## config.mk

```make
export PLATFORM = sky130hd
export DESIGN_NAME = param_data_cache_flat
export DESIGN_NICKNAME = d
export VERILOG_FILES = /design/src/rtl/param_data_cache_if.sv /design/src/rtl/param_data_cache.sv /design/src/flat_wrapper.sv
export SDC_FILE = /design/constraint.sdc
export NUM_CORES = 1
export LEC_CHECK = 0
export CAP_MARGIN = 20
export CORE_MARGIN = 5
export CORE_UTILIZATION = 55
export CTS_CLUSTER_DIAMETER = 30
export DETAILED_ROUTE_END_ITERATION = 6
export PLACE_DENSITY = 0.83
export REMOVE_ABC_BUFFERS = 1
export SLEW_MARGIN = 20
export SYNTH_ARGS = -nofsm -noshare
export SYNTH_HDL_FRONTEND = slang
export SYNTH_SLANG_ARGS = --single-unit
```

## constraint.sdc

```tcl
create_clock -name clk -period 8.69 [get_ports clk]
set_input_delay 2.607 -clock clk [delete_from_list [all_inputs] [get_ports clk]]
set_output_delay 2.607 -clock clk [all_outputs]
set_load 0.005 [all_outputs]
```

## src/rtl/param_data_cache_if.sv

```systemverilog
// Bus bundle between the MIPS memory stage, the data cache and the
// main-memory model.
//   CPU side : cpu_addr, cpu_wdata, cpu_read, cpu_write  (requester -> cache)
//              cpu_rdata, cpu_stall                      (cache -> requester)
//   Mem side : mem_addr, mem_wdata, mem_read, mem_write  (cache -> memory)
//              mem_rdata, mem_ready                      (memory -> cache)
// Modport slave is the cache's view; modport master is the environment's view.
interface param_data_cache_if #(
  parameter int ADDR_WIDTH = 32,
  parameter int DATA_WIDTH = 32
);
  logic [ADDR_WIDTH-1:0] cpu_addr;
  logic [DATA_WIDTH-1:0] cpu_wdata;
  logic                  cpu_read;
  logic                  cpu_write;
  logic [DATA_WIDTH-1:0] cpu_rdata;
  logic                  cpu_stall;
  logic [ADDR_WIDTH-1:0] mem_addr;
  logic [DATA_WIDTH-1:0] mem_wdata;
  logic                  mem_read;
  logic                  mem_write;
  logic [DATA_WIDTH-1:0] mem_rdata;
  logic                  mem_ready;

  modport slave (
    input  cpu_addr, cpu_wdata, cpu_read, cpu_write, mem_rdata, mem_ready,
    output cpu_rdata, cpu_stall, mem_addr, mem_wdata, mem_read, mem_write
  );

  modport master (
    output cpu_addr, cpu_wdata, cpu_read, cpu_write, mem_rdata, mem_ready,
    input  cpu_rdata, cpu_stall, mem_addr, mem_wdata, mem_read, mem_write
  );
endinterface

```

## src/rtl/param_data_cache.sv

```systemverilog
// Direct-mapped, write-back, write-allocate data cache, one word per line.
// Ports:
//   clk        : rising-edge clock
//   rst_n      : asynchronous active-low reset
//   bus        : param_data_cache_if.slave (CPU request side + memory side)
//   hit_count  : saturating count of first-cycle hits
//   miss_count : saturating count of misses
// Hits complete combinationally with no stall. A miss optionally writes the
// dirty victim back, fills the line, then replays the held request as a hit.
module param_data_cache #(
  parameter int ADDR_WIDTH  = 32,
  parameter int DATA_WIDTH  = 32,
  parameter int NUM_LINES   = 16,
  parameter int COUNT_WIDTH = 16
) (
  input  logic                   clk,
  input  logic                   rst_n,
  param_data_cache_if.slave      bus,
  output logic [COUNT_WIDTH-1:0] hit_count,
  output logic [COUNT_WIDTH-1:0] miss_count
);
  localparam int IDX   = $clog2(NUM_LINES);
  localparam int TAG_W = ADDR_WIDTH - IDX - 2;

  typedef enum logic [1:0] {IDLE, WRITEBACK, ALLOCATE} state_e;

  function automatic logic [COUNT_WIDTH-1:0] sat_inc(input logic [COUNT_WIDTH-1:0] v);
    return (&v) ? v : v + COUNT_WIDTH'(1);
  endfunction

  state_e                  state_q, state_d;
  logic [DATA_WIDTH-1:0]   data_q [NUM_LINES];
  logic [TAG_W-1:0]        tag_q  [NUM_LINES];
  logic [NUM_LINES-1:0]    valid_q, dirty_q;
  logic                    mem_read_q, mem_read_d;
  logic                    mem_write_q, mem_write_d;
  logic [ADDR_WIDTH-1:0]   mem_addr_q, mem_addr_d;
  logic [DATA_WIDTH-1:0]   mem_wdata_q, mem_wdata_d;
  logic [COUNT_WIDTH-1:0]  hit_q, miss_q;
  // Set for the one cycle after a fill, so the replayed access is not
  // counted as a hit.
  logic                    replay_q;

  logic [IDX-1:0]   index;
  logic [TAG_W-1:0] tag;
  logic             req, hit, victim_dirty;
  logic             fill, wr_hit, miss_start, count_hit;
  logic             unused_addr_bits;

  assign index            = bus.cpu_addr[IDX+1:2];
  assign tag              = bus.cpu_addr[ADDR_WIDTH-1:IDX+2];
  assign unused_addr_bits = ^bus.cpu_addr[1:0];
  assign req              = bus.cpu_read | bus.cpu_write;
  assign hit              = req & valid_q[index] & (tag_q[index] == tag);
  assign victim_dirty     = valid_q[index] & dirty_q[index];

  assign bus.cpu_stall = (state_q != IDLE) | (req & ~hit);
  assign bus.cpu_rdata = (state_q == IDLE && hit && bus.cpu_read) ? data_q[index]
                                                                  : '0;
  assign bus.mem_read  = mem_read_q;
  assign bus.mem_write = mem_write_q;
  assign bus.mem_addr  = mem_addr_q;
  assign bus.mem_wdata = mem_wdata_q;
  assign hit_count     = hit_q;
  assign miss_count    = miss_q;

  // Next state plus next values of the registered memory strobes/bus.
  always_comb begin
    state_d     = state_q;
    mem_read_d  = 1'b0;
    mem_write_d = 1'b0;
    mem_addr_d  = mem_addr_q;
    mem_wdata_d = mem_wdata_q;
    fill        = 1'b0;
    wr_hit      = 1'b0;
    miss_start  = 1'b0;
    count_hit   = 1'b0;
    unique case (state_q)
      IDLE: begin
        if (hit) begin
          wr_hit    = bus.cpu_write;
          count_hit = ~replay_q;
        end else if (req) begin
          miss_start = 1'b1;
          if (victim_dirty) begin
            state_d     = WRITEBACK;
            mem_write_d = 1'b1;
            mem_addr_d  = {tag_q[index], index, 2'b00};
            mem_wdata_d = data_q[index];
          end else begin
            state_d    = ALLOCATE;
            mem_read_d = 1'b1;
            mem_addr_d = {tag, index, 2'b00};
          end
        end
      end
      WRITEBACK: begin
        if (bus.mem_ready) begin
          state_d    = ALLOCATE;
          mem_read_d = 1'b1;
          mem_addr_d = {tag, index, 2'b00};
        end else begin
          mem_write_d = 1'b1;
        end
      end
      ALLOCATE: begin
        if (bus.mem_ready) begin
          fill    = 1'b1;
          state_d = IDLE;
        end else begin
          mem_read_d = 1'b1;
        end
      end
      default: state_d = IDLE;
    endcase
  end

  always_ff @(posedge clk or negedge rst_n) begin
    if (!rst_n) begin
      state_q     <= IDLE;
      valid_q     <= '0;
      dirty_q     <= '0;
      mem_read_q  <= 1'b0;
      mem_write_q <= 1'b0;
      mem_addr_q  <= '0;
      mem_wdata_q <= '0;
      hit_q       <= '0;
      miss_q      <= '0;
      replay_q    <= 1'b0;
    end else begin
      state_q     <= state_d;
      mem_read_q  <= mem_read_d;
      mem_write_q <= mem_write_d;
      mem_addr_q  <= mem_addr_d;
      mem_wdata_q <= mem_wdata_d;
      replay_q    <= fill;
      if (fill) begin
        valid_q[index] <= 1'b1;
        dirty_q[index] <= 1'b0;
      end else if (wr_hit) begin
        dirty_q[index] <= 1'b1;
      end
      if (count_hit)  hit_q  <= sat_inc(hit_q);
      if (miss_start) miss_q <= sat_inc(miss_q);
    end
  end

  // Line storage is only meaningful behind a set valid bit, so no reset.
  always_ff @(posedge clk) begin
    if (fill) begin
      data_q[index] <= bus.mem_rdata;
      tag_q[index]  <= tag;
    end else if (wr_hit) begin
      data_q[index] <= bus.cpu_wdata;
    end
  end
endmodule
```

## src/flat_wrapper.sv

```systemverilog
// flat-port wrapper written by rule: the top's interface ports become plain ports
module param_data_cache_flat 
#(
  parameter int ADDR_WIDTH  = 32,
  parameter int DATA_WIDTH  = 32,
  parameter int NUM_LINES   = 16,
  parameter int COUNT_WIDTH = 16
)
  (clk, rst_n, hit_count, miss_count, bus_cpu_addr, bus_cpu_wdata, bus_cpu_read, bus_cpu_write, bus_mem_rdata, bus_mem_ready, bus_cpu_rdata, bus_cpu_stall, bus_mem_addr, bus_mem_wdata, bus_mem_read, bus_mem_write);
  param_data_cache_if #(.ADDR_WIDTH(ADDR_WIDTH), .DATA_WIDTH(DATA_WIDTH)) bus_i ();
  input  logic clk;
  input  logic rst_n;
  output logic [COUNT_WIDTH-1:0] hit_count;
  output logic [COUNT_WIDTH-1:0] miss_count;
  input wire logic [$bits(bus_i.cpu_addr)-1:0] bus_cpu_addr;
  input wire logic [$bits(bus_i.cpu_wdata)-1:0] bus_cpu_wdata;
  input wire logic [$bits(bus_i.cpu_read)-1:0] bus_cpu_read;
  input wire logic [$bits(bus_i.cpu_write)-1:0] bus_cpu_write;
  input wire logic [$bits(bus_i.mem_rdata)-1:0] bus_mem_rdata;
  input wire logic [$bits(bus_i.mem_ready)-1:0] bus_mem_ready;
  output wire logic [$bits(bus_i.cpu_rdata)-1:0] bus_cpu_rdata;
  output wire logic [$bits(bus_i.cpu_stall)-1:0] bus_cpu_stall;
  output wire logic [$bits(bus_i.mem_addr)-1:0] bus_mem_addr;
  output wire logic [$bits(bus_i.mem_wdata)-1:0] bus_mem_wdata;
  output wire logic [$bits(bus_i.mem_read)-1:0] bus_mem_read;
  output wire logic [$bits(bus_i.mem_write)-1:0] bus_mem_write;
  assign bus_i.cpu_addr = bus_cpu_addr;
  assign bus_i.cpu_wdata = bus_cpu_wdata;
  assign bus_i.cpu_read = bus_cpu_read;
  assign bus_i.cpu_write = bus_cpu_write;
  assign bus_i.mem_rdata = bus_mem_rdata;
  assign bus_i.mem_ready = bus_mem_ready;
  assign bus_cpu_rdata = bus_i.cpu_rdata;
  assign bus_cpu_stall = bus_i.cpu_stall;
  assign bus_mem_addr = bus_i.mem_addr;
  assign bus_mem_wdata = bus_i.mem_wdata;
  assign bus_mem_read = bus_i.mem_read;
  assign bus_mem_write = bus_i.mem_write;
  param_data_cache #(.ADDR_WIDTH(ADDR_WIDTH), .DATA_WIDTH(DATA_WIDTH), .NUM_LINES(NUM_LINES), .COUNT_WIDTH(COUNT_WIDTH)) u_core (.clk(clk), .rst_n(rst_n), .bus(bus_i), .hit_count(hit_count), .miss_count(miss_count));
endmodule
```

==> metrics.md, run 1 <==
| Metric | Value |
|---|---|
| Outcome | `finished with violations` |
| Violations in the final reports | `DRC` |
| CP required | `6080 ps` |
| Post-Place Cell Area | `0.0482 mm^2` |
| Die height | `290 um` |
| Starting utilization of the core area | `55.6%` |
| Final worst hold slack | `469 ps` |
| Hold Path Depth | `1` |
| Crit path capture type | `primary output` |
| Cell-by-cell listing of the critical path | `buf_16 -> buf_4 -> mux4_2 -> nor2b_1 -> nor4_1 -> o22ai_1 -> a2111oi_4 -> and4bb_2 -> nand3_4 -> nor3_4 -> buf_12 -> bufbuf_16 -> and3_1 -> dlygate4sd2_1` |
| Max rail drop VDD | `209 uV` |
| Via/cell ratio | `6.58` |
| Total negative slack for setup checks | `0 ps` |
| Iteration-0 DRC Markers | `3,410` |
| First-pass GRT wire length | `182 mm` |
| Highest-delay cell along the critical path | `mux4_2` |
| Top-count cell post-synth | `edfxtp_1` |
| Ranking of synthesized cells by instance count | `edfxtp_1, mux4_2, dfrtp_1` |
| Startpoint kind of the worst setup timing path | `primary input` |
| Leftover overflow at the end of global routing | `0` |
| Hold bufs inserted after CTS | `0` |
| Final instance area | `0.0547 mm^2` |
| Critical path class | `in -> out` |
| Mean instance size in the synthesized netlist | `19.4 um^2` |
| Total via count after detailed routing | `25,900` |
| Post-detailed-route wirelength per cell | `31.8 um` |
| Capturing instance or port of the critical path | `bus_cpu_rdata[3]` |
| Xor/xnor cell area share of the yosys netlist | `0.852%` |
| Remaining routing DRC violations | `1` |
| Clock sink total | `1,059` |
| Synthesis warning total | `0` |
| Period minus WS final | `8620 ps` |
| Crit-path max cell delay | `560 ps` |
| Buffer type at the clock tree root | `clkbuf_16` |
| Max cap viols | `0` |
| Post-synthesis register bit count | `1,059` |
| Leakage Power | `19.3 nW` |
| Async SR Flop Fraction | `12.4%` |
| Final standard cell utilization of the core | `70.4%` |
| Placeable Area | `0.0777 mm^2` |
| Least-Margin Pin Slew | `1140 ps` |
| R2r startpoint | `u_core.tag_q[11][16]` |
| Total I/O pin count | `232` |
| Setup violation total in the final timing report | `0` |
| RSZ-0062 raised after global routing | `false` |
| R2r setup slk | `3840 ps` |
| Clock-pin slew reported for the worst setup and hold paths after clock tree synthesis | `50 ps` |
| Maximum frequency from static timing analysis | `0.116 GHz` |
| Die Outline Area | `0.0842 mm^2` |
| Total iterations of the first detailed-routing run | `7` |
| Worst min-delay path category | `reg -> reg` |
| Cell taking the most area after synthesis | `edfxtp_1` |
| Total length of routed wires | `125 mm` |
| Number of enable-type register cells in the synthesized netlist | `928` |
| Final-report hold violation count | `0` |
| Die width | `290 um` |
| Antenna violations before repair | `4` |
| Area share of and/or/nand/nor cells after synthesis | `3.87%` |
| Synth Area in Adders | `0.0580%` |
| Fraction of the yosys area taken by sequential cells | `72.1%` |
| Crit path launch | `bus_cpu_addr[2]` |
| Clk_skew | `61.9 ps` |
| Share of final-layout standard cells stronger than drive strength 1 | `34.9%` |
| Pin count of the biggest net entering global routing | `117` |
| HPWL reported at the end of detailed placement | `65.0 mm` |
| Main combinational cell family by area after synthesis | `multiplexers` |
| Placement row count | `102` |
| Depth of the most critical reg-to-reg path | `17` |
| Global placer's final weighted congestion | `0.920` |
| Fraction of synthesized cell area taken by the top area cell type | `64.5%` |
| Count of cell types in the netlist | `73` |
| Power density of the placed cells | `249 mW/mm^2` |
| Post-synthesis compound-gate area fraction | `2.67%` |
| Final clock period utilization by the worst path | `99.2%` |
| Number of levels in the clock H-tree | `4` |
| Number of nets in the layout | `2,845` |
| Number of input and output port buffers inserted | `227` |
| Cell types with the largest area share after synthesis | `edfxtp_1, mux4_2, dfrtp_1` |
| Number of buffers on the longest clock path | `3` |
| Rel. slew slack | `23.7%` |
| CTS tree | `built` |
| GRT Overall Usage | `29.3%` |
| Post-route antenna net violation count | `0` |
| Mapped Cells | `2,225` |
| Worst Path Arrival | `6010 ps` |
| Total CTS buffers | `170` |
| Worst flop-to-flop path endpoint | `u_core.data_q[10][10]` |
| Number of max-slew violations in the final report | `0` |
| Top flip-flop cell by instance count after synthesis | `edfxtp_1` |
| Area overhead of the layout relative to synthesis | `26.6%` |
| Via count of the first global-routing pass | `27,200` |
| Crit Path Max Fanout | `23` |
| Area of the mapped netlist | `0.0432 mm^2` |
| Source-to-sink clock delay at the later pin of the worst-skew pair | `780 ps` |
| Share of cell area taken by muxes after synthesis | `18.8%` |
==> kinds of logic after synthesis <==
group | count (synthesis)
adder cells (fa/ha/maj) | 2
other | 1
XOR/XNOR | 42
AND/OR/NAND/NOR | 326
flip-flops | 1059
AO/OA/AOI/OAI | 174
buffers and inverters | 144
multiplexers | 477
==> timing repair <==
action,CTS,global route
gates resized for setup,86,39
gates cloned,5,0
endpoints found under the setup margin,33,33
pin swaps,6,8
buffers inserted,12,2
==> metal layers <==
layer / wire (um) / vias up / share of wire, % / GRT usage, %
li1: - / 10200 / - / -
met1: 43300 / 13300 / 35 / 37.2
met2: 63600 / 1942 / 51 / 50.0
met3: 12100 / 415 / 9.7 / 5.83
met4: 5970 / 2 / 4.8 / 12.6
met5: 13 / - / 0.010 / 0
==> worst max-delay path, delay by kind of cell <==
| family | cells | cell delay, ps |
|---|---|---|
| AND/OR/NAND/NOR | 6 | 1280 |
| buffers and inverters | 5 | 1080 |
| multiplexers | 1 | 560 |
| AO/OA/AOI/OAI | 2 | 440 |
==> stage by stage <==
stage,std cells,total power (W),setup WS (ps)
after global placement,3593,0.00668,-420
after floorplan,2104,0.00618,97.1
after CTS,3929,0.0136,-111
after detailed placement,3594,0.00672,-385
final,3933,0.0136,70.7
after global routing,3930,0.0140,2.65
==> final cells by class <==
cell class	count	area, um^2
fillers	4441	23000
well taps	1040	1300
diodes	4	10.0
multi-input cells	1023	11700
repair buffers	466	4410
clock inverters	125	1540
inverters	22	85.1
clock buffers	194	4450
flip-flops and latches	1059	31100
==> registers in the layout (all words and copies together) (netlist names), named ones only <==
name                  flops
u_core.valid_q           16
u_core.bus.mem_addr      30
u_core.data_q           512
u_core.hit_count         16
u_core.state_q            2
u_core.bus.mem_write      1
u_core.bus.mem_read       1
u_core.tag_q            416
u_core.replay_q           1
u_core.bus.mem_wdata     32
u_core.miss_count        16
==> power breakdown <==
part	internal, W	switching, W	leakage, nW
Clock	0.00427	0.00268	2.85
Combinational	0.000460	0.000493	6.41
Sequential	0.00565	0.0000672	10.1
Total	0.0104	0.00324	19.3
==> worst min-delay path by stage <==
stage / endpoint / slack, ps / start
6_report: u_core.valid_q[6] / 470 / u_core.valid_q[6]
5_1_grt: u_core.valid_q[6] / 480 / u_core.valid_q[6]
4_1_cts: u_core.valid_q[6] / 470 / u_core.valid_q[6]
3_5_place_dp: u_core.valid_q[6] / 460 / u_core.valid_q[6]
3_3_place_gp: u_core.valid_q[9] / 440 / u_core.valid_q[9]
2_1_floorplan: u_core.valid_q[14] / 430 / u_core.valid_q[14]
==> placed cells by master, fill, tap and decap left out, types with 27 or more instances in the layout <==
cell type	synthesis	final
mux4_2	255	255
clkdlybuf4s50_1	0	189
dfrtp_1	131	131
clkbuf_16	0	171
and3_1	42	37
xnor2_1	29	27
edfxtp_1	928	928
mux2i_1	102	100
nor2_1	68	34
buf_4	20	208
o21ai_0	61	60
nand2_1	75	74
mux2_2	118	118
Power figures use the tool's default switching activity.
==> inputs of run 2 (changes only) <==
- CAP_MARGIN: 20 -> not set
- clock period: 8.69 -> 9.9 ns (I/O delays scaled with it)
==> run 2 against run 1 <==
Against the previous run: the flow now finishes without violations; flip-flop and latch count stayed put; sequential power is 12% lower; cell area is 1.7% lower; combinational power is 19% lower; clock skew is 8.4 ps lower; via count is 3.0% lower; global-route usage is 1.6 points lower; die area stayed put; non-clock buffer count is 116 lower; clock power is 8.6% lower; highest routed layer is now met4.
==> metrics.md, run 2 (synthesized netlist as in run 1, its figures left out) <==
| Metric | Value |
|---|---|
| Number of max-slew violations in the final report | `0 (unchanged)` |
| Highest-delay cell along the critical path | `clkdlybuf4s50_1 (was mux4_2)` |
| Global placer's final weighted congestion | `0.932 (was 0.920)` |
| Worst min-delay path category | `reg -> reg (unchanged)` |
| First-pass GRT wire length | `174 mm (was 182 mm)` |
| Smallest setup slack after layout | `82.2 ps (was 70.7 ps)` |
| Final-report hold violation count | `0 (unchanged)` |
| Post-detailed-route wirelength per cell | `31.0 um (was 31.8 um)` |
| CP required | `6930 ps (was 6080 ps)` |
| Number of levels in the clock H-tree | `4 (unchanged)` |
| Source-to-sink clock delay at the later pin of the worst-skew pair | `780 ps (about the same)` |
| Final clock period utilization by the worst path | `99.2%` |
| Power density of the placed cells | `226 mW/mm^2 (was 249 mW/mm^2)` |
| Crit Path Max Fanout | `33 (was 23)` |
| Total via count after detailed routing | `25,100 (was 25,900)` |
| Largest register FFs | `512 (unchanged)` |
| Number of nets in the layout | `2,732 (was 2,845)` |
| RSZ-0062 raised after global routing | `false (unchanged)` |
| Buffer type at the clock tree root | `clkbuf_16 (unchanged)` |
| Register containing the most flip-flops in the final layout | `u_core.data_q (unchanged)` |
| Placement row count | `102 (unchanged)` |
| Total iterations of the first detailed-routing run | `6 (was 7)` |
| HPWL reported at the end of detailed placement | `62.6 mm (was 65.0 mm)` |
| Total length of routed wires | `118 mm (was 125 mm)` |
| Cell-by-cell listing of the critical path | `buf_8 -> buf_12 -> nor2b_1 -> buf_4 -> nand2_1 -> a41o_1 -> a2111o_1 -> a2111oi_2 -> and4bb_1 -> nand3_2 -> nor3_4 -> buf_12 -> and3_1 -> clkdlybuf4s50_1 (was buf_16 -> buf_4 -> mux4_2 -> nor2b_1 -> nor4_1 -> o22ai_1 -> a2111oi_4 -> and4bb_2 -> nand3_4 -> nor3_4 -> buf_12 -> bufbuf_16 -> and3_1 -> dlygate4sd2_1)` |
| Outcome | `finished clean (was finished with violations)` |
| Area overhead of the layout relative to synthesis | `24.4% (was 26.6%)` |
| Placeable Area | `0.0777 mm^2 (unchanged)` |
| Remaining routing DRC violations | `0 (was 1)` |
| Hold bufs inserted after CTS | `0 (unchanged)` |
| Most used cells in the layout excluding fill and tap cells | `edfxtp_1, mux4_2, clkdlybuf4s50_1 (was edfxtp_1, mux4_2, buf_4)` |
| Clock sink total | `1,059 (unchanged)` |
| Total I/O pin count | `232 (unchanged)` |
| Via count of the first global-routing pass | `26,600 (was 27,200)` |
| Rel. slew slack | `29.3% (was 23.7%)` |
| GRT Overall Usage | `27.7% (was 29.3%)` |
| Startpoint kind of the worst setup timing path | `primary input (unchanged)` |
| CTS tree | `built (unchanged)` |
| Max cap viols | `0 (unchanged)` |
| Clk_skew | `53.5 ps (was 61.9 ps)` |
| Buffers and inverters on the worst path | `5 (unchanged)` |
| Least-Margin Pin Slew | `1060 ps (was 1140 ps)` |
| Most frequent standard cell in the layout excluding fill and tap cells | `edfxtp_1 (unchanged)` |
| Starting utilization of the core area | `55.6% (unchanged)` |
| Total CTS buffers | `173 (was 170)` |
| Crit path capture type | `primary output (unchanged)` |
| Total negative slack for setup checks | `0 ps (unchanged)` |
| Iteration-0 DRC Markers | `3,074 (was 3,410)` |
| Pwr Total | `0.0121 W (was 0.0136 W)` |
| Leftover overflow at the end of global routing | `0 (unchanged)` |
| Die height | `290 um (unchanged)` |
| Via/cell ratio | `6.57 (was 6.58)` |
| Leakage Power | `18.7 nW (was 19.3 nW)` |
| Number of buffers on the longest clock path | `3 (unchanged)` |
| Worst Path Arrival | `6850 ps (was 6010 ps)` |
| Period minus WS final | `9820 ps` |
| Critical path class | `in -> out (unchanged)` |
| Number of input and output port buffers inserted | `227 (unchanged)` |
| Crit-path max cell delay | `540 ps (was 560 ps)` |
| Post-placement setup slack | `-3.85 ps (was -385 ps)` |
| Setup violation total in the final timing report | `0 (unchanged)` |
| Die Outline Area | `0.0842 mm^2 (unchanged)` |
| Post-route antenna net violation count | `0 (unchanged)` |
| Share of final-layout standard cells stronger than drive strength 1 | `31.3% (was 34.9%)` |
| Pin count of the biggest net entering global routing | `78 (was 117)` |
| Maximum frequency from static timing analysis | `0.102 GHz` |
| Antenna violations before repair | `4 (unchanged)` |
| Largest delay contributor family on the critical path | `buffers and inverters (was simple AND/OR/NAND/NOR gates)` |
| Top cell by count, worst path | `buf_12` |
| Die width | `290 um (unchanged)` |
| Max rail drop VDD | `191 uV (was 209 uV)` |
| Clock-pin slew reported for the worst setup and hold paths after clock tree synthesis | `50 ps (about the same)` |
[run 2: what timing repair did]
item                                    CTS  global route
gates cloned                              0             1
endpoints found under the setup margin    1            33
buffers inserted                          0             0
hold endpoints to repair                  0             0
resized for setup                         1             8
[run 2: layout make-up]
type	instances	area, um^2
clock buffer	189	4440
sequential	1059	31100
multi-input combinational	1023	11600
fill	4496	24000
clock inverter	133	1780
antenna	3	7.51
tap	1040	1300
inverter	22	82.6
timing repair buffer	350	3390
[run 2: per-stage QoR]
stage	utilization [%]	hold WS, ps	area, um^2	cells
3_3_place_gp	61.0	446	47400	3492
6_report	69.1	479	53700	3819
5_1_grt	69.1	478	53700	3816
3_5_place_dp	61.0	452	47400	3492
2_1_floorplan	-	434	42600	2104
4_1_cts	69.0	467	53600	3814
[run 2: final timing paths]
kind / slack, ps / to / startpoint / depth (start not counted)
max: 80 / bus_cpu_rdata[23] / bus_cpu_addr[3] / 14
min: 480 / u_core.valid_q[2] / u_core.valid_q[2] / 1
max reg2reg: 5270 / u_core.data_q[4][20] / u_core.tag_q[11][16] / 14
min reg2reg: 480 / u_core.valid_q[2] / u_core.valid_q[2] / 1
max in group asynchronous: 6250 / u_core.valid_q[2] / rst_n / 2
min in group asynchronous: 2280 / u_core.bus.mem_addr[11] / rst_n / 1
[run 2: report_power, final]
group          switching (W)  internal [W]  leakage [nW]
registers          0.0000588       0.00496          10.1
logic               0.000410      0.000363          5.64
clock network        0.00233       0.00401          2.99
[run 2: metal layers]
metal	global-route usage, %	wire length (um)	vias up
met5	0	0	-
met4	11.0	5050	0
met3	6.34	11300	397
met2	47.2	60700	1807
met1	35.0	41300	12900
li1	-	-	9978
